[src/rtl/i2s_output_stage.sv]
// Master gain (2-cycle pipe), saturation to OUT_WIDTH, one-entry pending buffer, mono I2S serializer.
// No backpressure: a late sample overwrites the buffer (overrun), a missing one replays the last frame (underrun).
module i2s_output_stage #(
  parameter int DATA_WIDTH = 32,
  parameter int OUT_WIDTH  = 24,
  parameter int GAIN_WIDTH = 16,
  parameter int BCLK_DIV   = 4
) (
  input  logic                  clk,
  input  logic                  rst,
  input  logic                  enable,
  input  logic [DATA_WIDTH-1:0] mixed_in,
  input  logic                  data_in_valid,
  input  logic [GAIN_WIDTH-1:0] master_gain,
  input  logic                  status_clr,
  output logic                  i2s_bclk,
  output logic                  i2s_lrclk,
  output logic                  i2s_sdata,
  output logic                  overrun,
  output logic                  underrun
);

  localparam int PW = DATA_WIDTH + GAIN_WIDTH + 1;
  localparam int SH = 15 + DATA_WIDTH - OUT_WIDTH;
  localparam int CW = (BCLK_DIV > 1) ? $clog2(BCLK_DIV) : 1;
  localparam logic [CW-1:0] DIV_LAST = CW'(BCLK_DIV - 1);
  localparam logic signed [PW-1:0] SAT_MAX = {{(PW-OUT_WIDTH+1){1'b0}}, {(OUT_WIDTH-1){1'b1}}};
  localparam logic signed [PW-1:0] SAT_MIN = ~SAT_MAX;

  logic                  s1_vld;
  logic signed [PW-1:0]  s1_prod;
  logic signed [PW-1:0]  mixed_ext;
  logic signed [PW-1:0]  gain_ext;
  logic signed [PW-1:0]  shifted;
  logic [OUT_WIDTH-1:0]  sat_val;
  logic [OUT_WIDTH-1:0]  pending;
  logic [OUT_WIDTH-1:0]  frame;
  logic                  pending_valid;
  logic [CW-1:0]         div_cnt;
  logic [5:0]            slot;
  logic [5:0]            slot_next;
  logic                  fall_evt;
  logic                  load;
  logic                  ovr_set;
  logic                  unr_set;
  logic                  sdata_next;

  assign mixed_ext = {{(PW-DATA_WIDTH){mixed_in[DATA_WIDTH-1]}}, mixed_in};
  assign gain_ext  = {{(PW-GAIN_WIDTH){1'b0}}, master_gain};

  always_comb begin
    shifted = s1_prod >>> SH;
    if (shifted > SAT_MAX)
      sat_val = SAT_MAX[OUT_WIDTH-1:0];
    else if (shifted < SAT_MIN)
      sat_val = SAT_MIN[OUT_WIDTH-1:0];
    else
      sat_val = shifted[OUT_WIDTH-1:0];

    fall_evt  = enable && (div_cnt == DIV_LAST) && i2s_bclk;
    slot_next = slot + 6'd1;
    load      = fall_evt && (slot == 6'd63);
    // A load in the same cycle consumes the old entry, so the new write is not an overrun.
    ovr_set   = s1_vld && pending_valid && !load;
    unr_set   = load && !pending_valid;

    // Slot k (1..OUT_WIDTH within each half) carries frame[OUT_WIDTH-k].
    sdata_next = 1'b0;
    for (int i = 0; i < OUT_WIDTH; i++) begin
      if (slot_next[4:0] == 5'(OUT_WIDTH - i))
        sdata_next = frame[i];
    end
  end

  always_ff @(posedge clk or negedge rst) begin
    if (!rst) begin
      s1_vld  <= 1'b0;
      s1_prod <= '0;
    end else begin
      s1_vld <= data_in_valid;
      if (data_in_valid)
        s1_prod <= mixed_ext * gain_ext;
    end
  end

  always_ff @(posedge clk or negedge rst) begin
    if (!rst) begin
      pending       <= '0;
      pending_valid <= 1'b0;
      frame         <= '0;
      overrun       <= 1'b0;
      underrun      <= 1'b0;
    end else begin
      if (load && pending_valid)
        frame <= pending;
      if (s1_vld) begin
        pending       <= sat_val;
        pending_valid <= 1'b1;
      end else if (load) begin
        pending_valid <= 1'b0;
      end
      overrun  <= ovr_set | (overrun & ~status_clr);
      underrun <= unr_set | (underrun & ~status_clr);
    end
  end

  always_ff @(posedge clk or negedge rst) begin
    if (!rst) begin
      div_cnt   <= '0;
      i2s_bclk  <= 1'b0;
      slot      <= '0;
      i2s_lrclk <= 1'b0;
      i2s_sdata <= 1'b0;
    end else if (!enable) begin
      div_cnt   <= '0;
      i2s_bclk  <= 1'b0;
      slot      <= '0;
      i2s_lrclk <= 1'b0;
      i2s_sdata <= 1'b0;
    end else if (div_cnt == DIV_LAST) begin
      div_cnt  <= '0;
      i2s_bclk <= ~i2s_bclk;
      if (i2s_bclk) begin
        slot      <= slot_next;
        i2s_lrclk <= slot_next[5];
        i2s_sdata <= sdata_next;
      end
    end else begin
      div_cnt <= div_cnt + CW'(1);
    end
  end

endmodule

[config.mk]
export PLATFORM = sky130hd
export DESIGN_NAME = i2s_output_stage
export DESIGN_NICKNAME = d
export VERILOG_FILES = /design/src/rtl/i2s_output_stage.sv
export SDC_FILE = /design/constraint.sdc
export NUM_CORES = 1
export LEC_CHECK = 0
export BUFFER_PORTS_ARGS = -buffer_cell sky130_fd_sc_hd__buf_2
export CAP_MARGIN = 20
export CORE_ASPECT_RATIO = 1.25
export CORE_MARGIN = 10
export CORE_UTILIZATION = 59
export CTS_BUF_LIST = sky130_fd_sc_hd__clkbuf_4
export CTS_CLUSTER_SIZE = 24
export DETAILED_ROUTE_END_ITERATION = 16
export GPL_TIMING_DRIVEN = 0
export PLACE_DENSITY_LB_ADDON = 0.08
export SYNTH_ARGS = -nofsm -noshare
export SYNTH_HDL_FRONTEND = slang
export SYNTH_SLANG_ARGS = --single-unit
[constraint.sdc]
create_clock -name clk -period 2.5 [get_ports clk]
set_clock_uncertainty 0.2 [all_clocks]
set_input_delay 0.125 -clock clk [delete_from_list [all_inputs] [get_ports clk]]
set_output_delay 0.125 -clock clk [all_outputs]
set_load 0.05 [all_outputs]
# == Yosys cells after proc, flatten, opt, wreduce, memory -nomap -nowiden ==
# Index checks and enable logic that the tools add are counted.
# op_classes
n_shift,0
n_div,0
add_sub_neg,2
n_eq_ne,28
order_cmp,2
bitwise,6
mux,41
n_reduce_logical,11
n_mul,1
# op_table
operator,n
$mul 32x17->49,1
$mux 24,2
$eq 5x5->1 const B,9
$eq 5x4->1 const B,8
$mux 1,34
$gt 26x24->1 const B,1
$lt 26x24->1 const B,1
$eq 5x3->1 const B,4
$mux 6,3
$eq 5x2->1 const B,2
$logic_and 1x1->1,7
$add 6x1->6 const B,1
$eq 6x6->1 const B,1
$eq 5x1->1 const B,1
$mux 2,2
$ne 2x1->1 const B,2
$add 2x1->2 const B,1
$and 1x1->1,2
$eq 2x2->1 const B,1
$logic_not 1->1,2
$not 1->1,2
$or 1x1->1,2
$reduce_and 2->1,1
$reduce_bool 2->1,1
# word_totals
n_memories,0
ram_bits,0
latch_bits,0
romBits,0
word_cells,103
in_bits,53
reg_bits,112

# == Depth between registers and ports, before layout ==
# Gate-level depths: netlist (run 1).
# logic_depth
word_depth,29
mapped_depth,24
ltp_nobuf,23

# == Worst setup path after synthesis (run 1) ==
# Ideal clock, no wire load.
# synth_path
path_kind,input -> register
from,input mixed_in[30]
to,register s1_prod[44]
path_slack_ns,-3.352
setup_time_ns,0.126
cell_stages,21
required_time_ns,2.174
arrival_ns,5.526
path_cell_list,clkbuf_1 > nand2_1 > fa_1 > inv_1 > fa_1 > inv_1 > fa_1 > inv_1 > fa_1 > fa_1 > inv_1 > fa_1 > inv_1 > ha_1 > nand4_1 > or4_4 > o221ai_2 > o2111ai_2 > a21oi_2 > nor3_1 > a221o_1
# synth_via
elab_chain_len,1
# synth_lines
element,line,text
start: declaration,12,"input logic [DATA_WIDTH-1:0] mixed_in,"
$mul 32x17->49,82,s1_prod <= mixed_ext * gain_ext;
end signal: assignment,82,
end: declaration,31,logic signed [PW-1:0] s1_prod;
# Every way passes these cells.
# A chain may end at the register's enable or synchronous reset.

# == Final worst setup path (run 1) ==
# layout_path
from,input mixed_in[4]
to,register s1_prod[38]
# The elaborated chain is that of the path after synthesis.

==> metrics.yaml, run 1 <==
routing:
  routed_via_density: 5.59
  dr.pass1.iters: 5
  drc: 0
  via_count: 17000
  first_iter_violations: 1215
  drt_wl_total_um: 65100
  ant_nets: 0
  wire_per_inst_um: 21.4
logic_synthesis:
  ys_seq_elements: 88
  ys_seq_area_share_pct: 10.2
  synth_cell_types: 74
  synthArstFlopShare_pct: 100
  yosys_warnings: 0
  syn_area_per_cell_um2: 9.05
  syn_nets: 3039
  netlist_area_um2: 21500
  dominantRegCellSynth: "dfrtp_1"
  syn_inst: 2378
  synth_edf_count: 0
finish:
  fin_nets: 3219
  design_area_um2: 26000
  drive_above_1_share_pct: 19.0
  areaGrowthSynthToFinish_pct: 20.7
  utilization_pct: 71.7
setup_path:
  rrSetupSlack_ns: 0.12
  start_kind: "input pin"
  cp_common_cell: "fa_1"
  worstSetupPathType: "in -> reg"
  worstPathRequired_ns: 2.68
  critPathArrivalTime_ns: 5.96
  reg2reg_depth: 7
  cp_max_fo: 10
  slowest_delay_ns: 0.54
  r2r_end: "overrun"
  r2r_start: "slot[0]"
  slowest_stage: "fa_1"
  cp-end-kind: "flip-flop"
  crit_chain: "buf_2 > buf_8 > nand2_1 > fa_1 > inv_1 > fa_1 > fa_1 > fa_1 > fa_1 > inv_1 > fa_1 > inv_2 > ha_4 > nand4_1 > a211o_1 > a31o_4 > a21oi_4 > o21ai_4 > a2111o_1 > nand3_2"
placed_design:
  numPortBuffers: 57
  gp_congestion: 0.965
  hpwl_um: 51300
  dpl_cell_area_um2: 22900
grt:
  grt_max_degree: 52
  grt-ovfl-total: 0
  grt_util_all_layers_pct: 30.4
  grt_antenna_before_repair: 4
  grt_pass1_vias: 18800
  grt_pass1_wl_um: 104000
clock_tree:
  cts.clk_slew.worst_paths_ns: 0.13
  cts_max_path_buffers: 2
  cts_sinks: 88
  h-tree-depth: 3
  root_buffer: "clkbuf_4"
  numCtsBuffers: 9
  cts_tree: "built"
  insertion_delay_ns: 0.44
hold_path:
  hp-start: "status_clr"
  hp-class: "in -> reg"
  worstHoldPathCells: 3
  min_to: "underrun"
floorplan:
  core_um2: 36200
  die_x_um: 191
  num_rows: 78
  io_pins: 58
  start_util_pct: 59.4
  dieArea_um2: 44600
  die_height_um: 234
outcome:
  status: "finished, violations left"
  violations: "setup timing"
timing:
  finalHoldViolCount: 0
  rsz0062_at_grt: "true"
  finalCritPeriodShare_pct: 231
  worst_slew_pin_slew_ns: 0.941
  timing.setup.tns_ns: -82.03
  finalCriticalPeriod_ns: 5.78
  fmax_ghz: 0.173
  finalMaxSlewViolations: 0
  setup_ws_ns: -3.28
  slew_headroom_pct: 37.3
  final-setup-viol-count: 26
flow_run:
  max_cap_viol_count: 0
==> timing repair <==
action / 4_1_cts / 5_1_grt
setup endpoints to repair: 51 / 52
gates cloned: 4 / 0
pin swaps: 88 / 66
gates resized for setup: 306 / 116
buffers inserted: 76 / 28
hold endpoints to repair: 102 / 0
hold buffers: 7 / 0
==> cells by family after synthesis <==
kind of cell	Yosys count	share of synthesized area, %
XOR/XNOR	26	1.06
AO/OA/AOI/OAI	207	6.62
AND/OR/NAND/NOR	698	15.4
flip-flops	88	10.2
adder cells (fa/ha/maj)	608	52.3
multiplexers	31	1.61
buffers and inverters	720	12.8
==> final cells by class <==
type	instances	area (um2)
Multi-Input combinational cell	1570	17500
Fill cell	2792	10200
Inverter	611	2300
Sequential cell	88	2200
Buffer	104	1650
Timing Repair Buffer	174	1610
Tap cell	480	601
Clock buffer	11	82.6
Clock inverter	5	57.6
Antenna cell	4	10.0
==> critical path: cells and delay by family <==
kind | cells | cell delay [ns]
and+or+nand+nor | 3 | 0.41
adders and majority gates | 7 | 3.34
buffers and inverters | 5 | 0.55
AOI/OAI and AO/OA | 5 | 1.49
==> per-stage QoR <==
step,worst slack (ns),instances,hold slack [ns]
global placement,-4.62,2915,0.121
detailed placement,-4.67,2917,-0.0702
finish,-3.28,3047,0.219
floorplan,-3.14,2378,-0.371
global route,-3.39,3047,0.212
CTS,-3.17,3017,0.201
==> layout by cell type (no fill, tap or decap), drive strengths merged, types with 6 or more instances in the layout <==
cell type    instances
a21boi               7
a21o                20
a21oi               43
and2               194
and3                 8
buf                178
clkbuf             105
dfrtp               88
dlygate4sd3          6
fa                 487
ha                 121
inv                609
mux2                29
nand2              380
nand3               13
nand4                8
nor2                46
nor3                16
o21a                10
o21ai               35
o22ai               29
xnor2               17
xor2                 9
==> routing by layer <==
layer  routed length [um]  vias up  global-route usage [%]
met5                    0        -                       0
met4                 2640        0                    10.7
met3                 4700      141                    4.74
met2                31900      680                    50.9
met1                25900     8806                    39.5
li1                     -     7394                       -
==> how the worst max path moves through the flow <==
stage / startpoint / endpoint / cells past startpoint
3_3_place_gp: master_gain[7] / s1_prod[39] / 20
5_1_grt: master_gain[5] / s1_prod[33] / 21
4_1_cts: master_gain[5] / s1_prod[44] / 23
2_1_floorplan: master_gain[5] / s1_prod[44] / 21
6_report: mixed_in[4] / s1_prod[38] / 20
3_5_place_dp: master_gain[7] / s1_prod[39] / 20
==> cell usage after synthesis (all sizes together) (7+ instances only) <==
library cell  number  share of area [%]
o21a              10               0.35
xor2               9               0.37
o22ai             29               0.84
nand3             13               0.30
a21boi             7               0.24
nand2            380                6.6
o21ai             35               0.83
and3               8               0.24
and2             194                5.6
mux2              29                1.5
clkbuf           101                1.9
xnor2             17               0.69
a21oi             43                1.0
ha               121                7.0
buf                8               0.25
nand4              8               0.23
nor3              16               0.40
a21o              20               0.72
inv              611                 11
nor2              46               0.80
fa               487                 45
dfrtp             88                 10
==> state kept, by name, summed over array words and instances (netlist names) <==
signal	flops
s1_prod	26
frame	24
pending	24
slot	5
div_cnt	2
i2s_bclk	1
i2s_lrclk	1
i2s_sdata	1
overrun	1
pending_valid	1
s1_vld	1
underrun	1
Power of run 1 is not shown: default switching activity piles up to over one toggle a cycle in this logic, so the estimate is an artifact.
==> run 2, diff against run 1 <==
- clock period: 2.5 -> 6.45 ns (I/O delays scaled with it)
==> metrics.yaml, run 2 (synthesis results as in run 1) <==
outcome:
  status: "finished clean"
timing:
  rsz0062_at_grt: "true"
  finalCriticalPeriod_ns: 6.33
  finalMaxSlewViolations: 0  # unchanged
  slew_headroom_pct: 23.6  # -14 points
  setup_ws_ns: 0.119  # +3.40 ns
  finalHoldViolCount: 0  # unchanged
  fmax_ghz: 0.158
  finalCritPeriodShare_pct: 98.1
  final-setup-viol-count: 0  # -100%
  worst_slew_pin_slew_ns: 1.15  # +0.206 ns
finish:
  multi_input_area_um2: 16600  # -4.7%
  top_regs: "s1_prod x26, frame x24, pending x24"
  areaGrowthSynthToFinish_pct: 5.73
  max_flop_register: "s1_prod"
  layout_common_cells: "inv_1 (611), fa_1 (487), nand2_1 (380)"
  utilization_pct: 62.8  # -8.9 points
  fin_nets: 3112  # -3.3%
  final_cells: 2939  # -3.5%
  largest_reg_flops: 26  # unchanged
  drive_above_1_share_pct: 8.39  # -11 points
  nFillCells: 3249  # +16%
  seqCellArea_um2: 2200  # -0.11%
  final_common_cell: "inv_1"
setup_path:
  start_kind: "input pin"
  crit_chain: "buf_2 > clkbuf_1 > nand2_1 > fa_1 > inv_1 > fa_1 > fa_1 > fa_1 > fa_1 > inv_1 > fa_1 > inv_1 > ha_1 > a21oi_1 > o211ai_1 > a31oi_2 > buf_4 > o221ai_4 > or2_4 > a31oi_1 > xnor2_1 > mux2_2"
  worstSetupPathType: "in -> reg"
  cp-end-kind: "flip-flop"
  worst-path-buf-inv: 6  # +1
  slowest_stage: "fa_1"
  critPathArrivalTime_ns: 6.49  # +0.53 ns
  cp_common_cell: "fa_1"
  cp_max_fo: 10  # unchanged
  critical_path.top_delay_family: "adder cells"
  slowest_delay_ns: 0.58  # +0.04 ns
  worstPathRequired_ns: 6.61  # +3.93 ns
routing:
  via_count: 16200  # -4.9%
  drc: 0  # unchanged
  routed_via_density: 5.51  # -1.4%
  drt_wl_total_um: 59800  # -8.2%
  ant_nets: 0  # unchanged
  wire_per_inst_um: 20.4  # -4.8%
  dr.pass1.iters: 7  # +2
  first_iter_violations: 1274  # +4.9%
  drt-met1-wl_um: 24400  # -5.6%
  wl_met3_um: 4450  # -5.4%
  highest_layer: "met4"
  wl_met2_um: 28500  # -11%
floorplan:
  dieArea_um2: 44600  # unchanged
  core_um2: 36200  # unchanged
  die_x_um: 191  # unchanged
  start_util_pct: 59.4  # unchanged
  die_height_um: 234  # unchanged
  io_pins: 58  # unchanged
  num_rows: 78  # unchanged
grt:
  grt-ovfl-total: 0  # unchanged
  grt_antenna_before_repair: 5  # +1
  grt_util_all_layers_pct: 28.4  # -2.0 points
  grt_pass1_wl_um: 96800  # -6.8%
  grt_pass1_vias: 17600  # -6.7%
  grt_max_degree: 65  # +25%
clock_tree:
  cts_max_path_buffers: 2  # unchanged
  cts.clk_slew.worst_paths_ns: 0.15  # +0.02 ns
  cts_sinks: 88  # unchanged
  numCtsBuffers: 9  # unchanged
  insertion_delay_ns: 0.45  # about the same
  h-tree-depth: 3  # unchanged
  root_buffer: "clkbuf_4"
  cts_tree: "built"
placed_design:
  numPortBuffers: 57  # unchanged
  dp_cells: 2916  # -0.034%
  gp_congestion: 0.972  # +0.66%
  place_ws_ns: -0.981  # +3.69 ns
  hpwl_um: 50400  # -1.8%
hold_path:
  hp-class: "in -> async"
flow_run:
  max_cap_viol_count: 0  # unchanged
[run 2: cell types whose count changed in the layout (fill, tap and decap cells not counted), moves of 22 or more]
cell / delta
ha_4: -23
fa_1: +28
buf_2: +48
and2_4: -22
clkbuf_16: -49
buf_4: -101
fa_2: -28
inv_2: -30
clkbuf_2: +34
clkbuf_1: +22
inv_1: +32
and2_1: +22
ha_1: +25
[run 2: final timing paths]
| check | startpoint | to | slack (ns) | depth (start not counted) |
|---|---|---|---|---|
| setup reg to reg | slot[1] | frame[21] | 3.55 | 7 |
| hold reg to reg | div_cnt[0] | div_cnt[0] | 0.26 | 1 |
| hold / removal | rst | i2s_sdata | 0.11 | 2 |
| setup / recovery | master_gain[11] | s1_prod[41] | 0.12 | 22 |
| min in group clk | enable | slot[1] | 0.18 | 3 |
| max in group asynchronous | rst | frame[22] | 5.32 | 3 |
[run 2: final cells by class]
type | count | share of cell area, %
inverters | 611 | 10.1
flip-flops and latches | 88 | 9.68
plain buffers | 107 | 2.33
clock inverters | 7 | 0.198
multi-input cells | 1570 | 73.1
clock buffers | 9 | 0.297
well taps | 480 | 2.64
repair buffers | 64 | 1.62
diodes | 3 | 0.0330
[run 2: timing repair]
item	in CTS	in global routing
hold buffers	3	0
endpoints found under the setup margin	21	15
gates resized for setup	51	53
endpoints found under the hold margin	91	0
buffers inserted	1	2
pin swaps	1	2
[run 2: worst register-to-register path, delay by kind of cell (launching register included)]
kind	cells	cell delay (ns)
mux	1	0.36
simple gates	3	0.81
buf+inv	2	0.65
flops	1	0.53
fa+ha+maj	1	0.23
[run 2: per-layer routing]
| metal | track usage [%] | vias up |
|---|---|---|
| met5 | 0 | - |
| met4 | 9.02 | 0 |
| met3 | 4.43 | 107 |
| met2 | 46.6 | 618 |
| met1 | 38.1 | 8289 |
| li1 | - | 7176 |
[run 2: metrics by stage]
stage | cell area, um2 | TNS [ns] | hold slack, ns
finish | 22800 | 0 | 0.107
CTS | 22700 | 0 | 0.0933
global placement | 22400 | -17.46 | 0.225
detailed placement | 22400 | -18.17 | 0.0597
floorplan | 21500 | 0 | -0.173
global route | 22700 | -0.113 | 0.125
Power of run 2 is left out for the same reason.
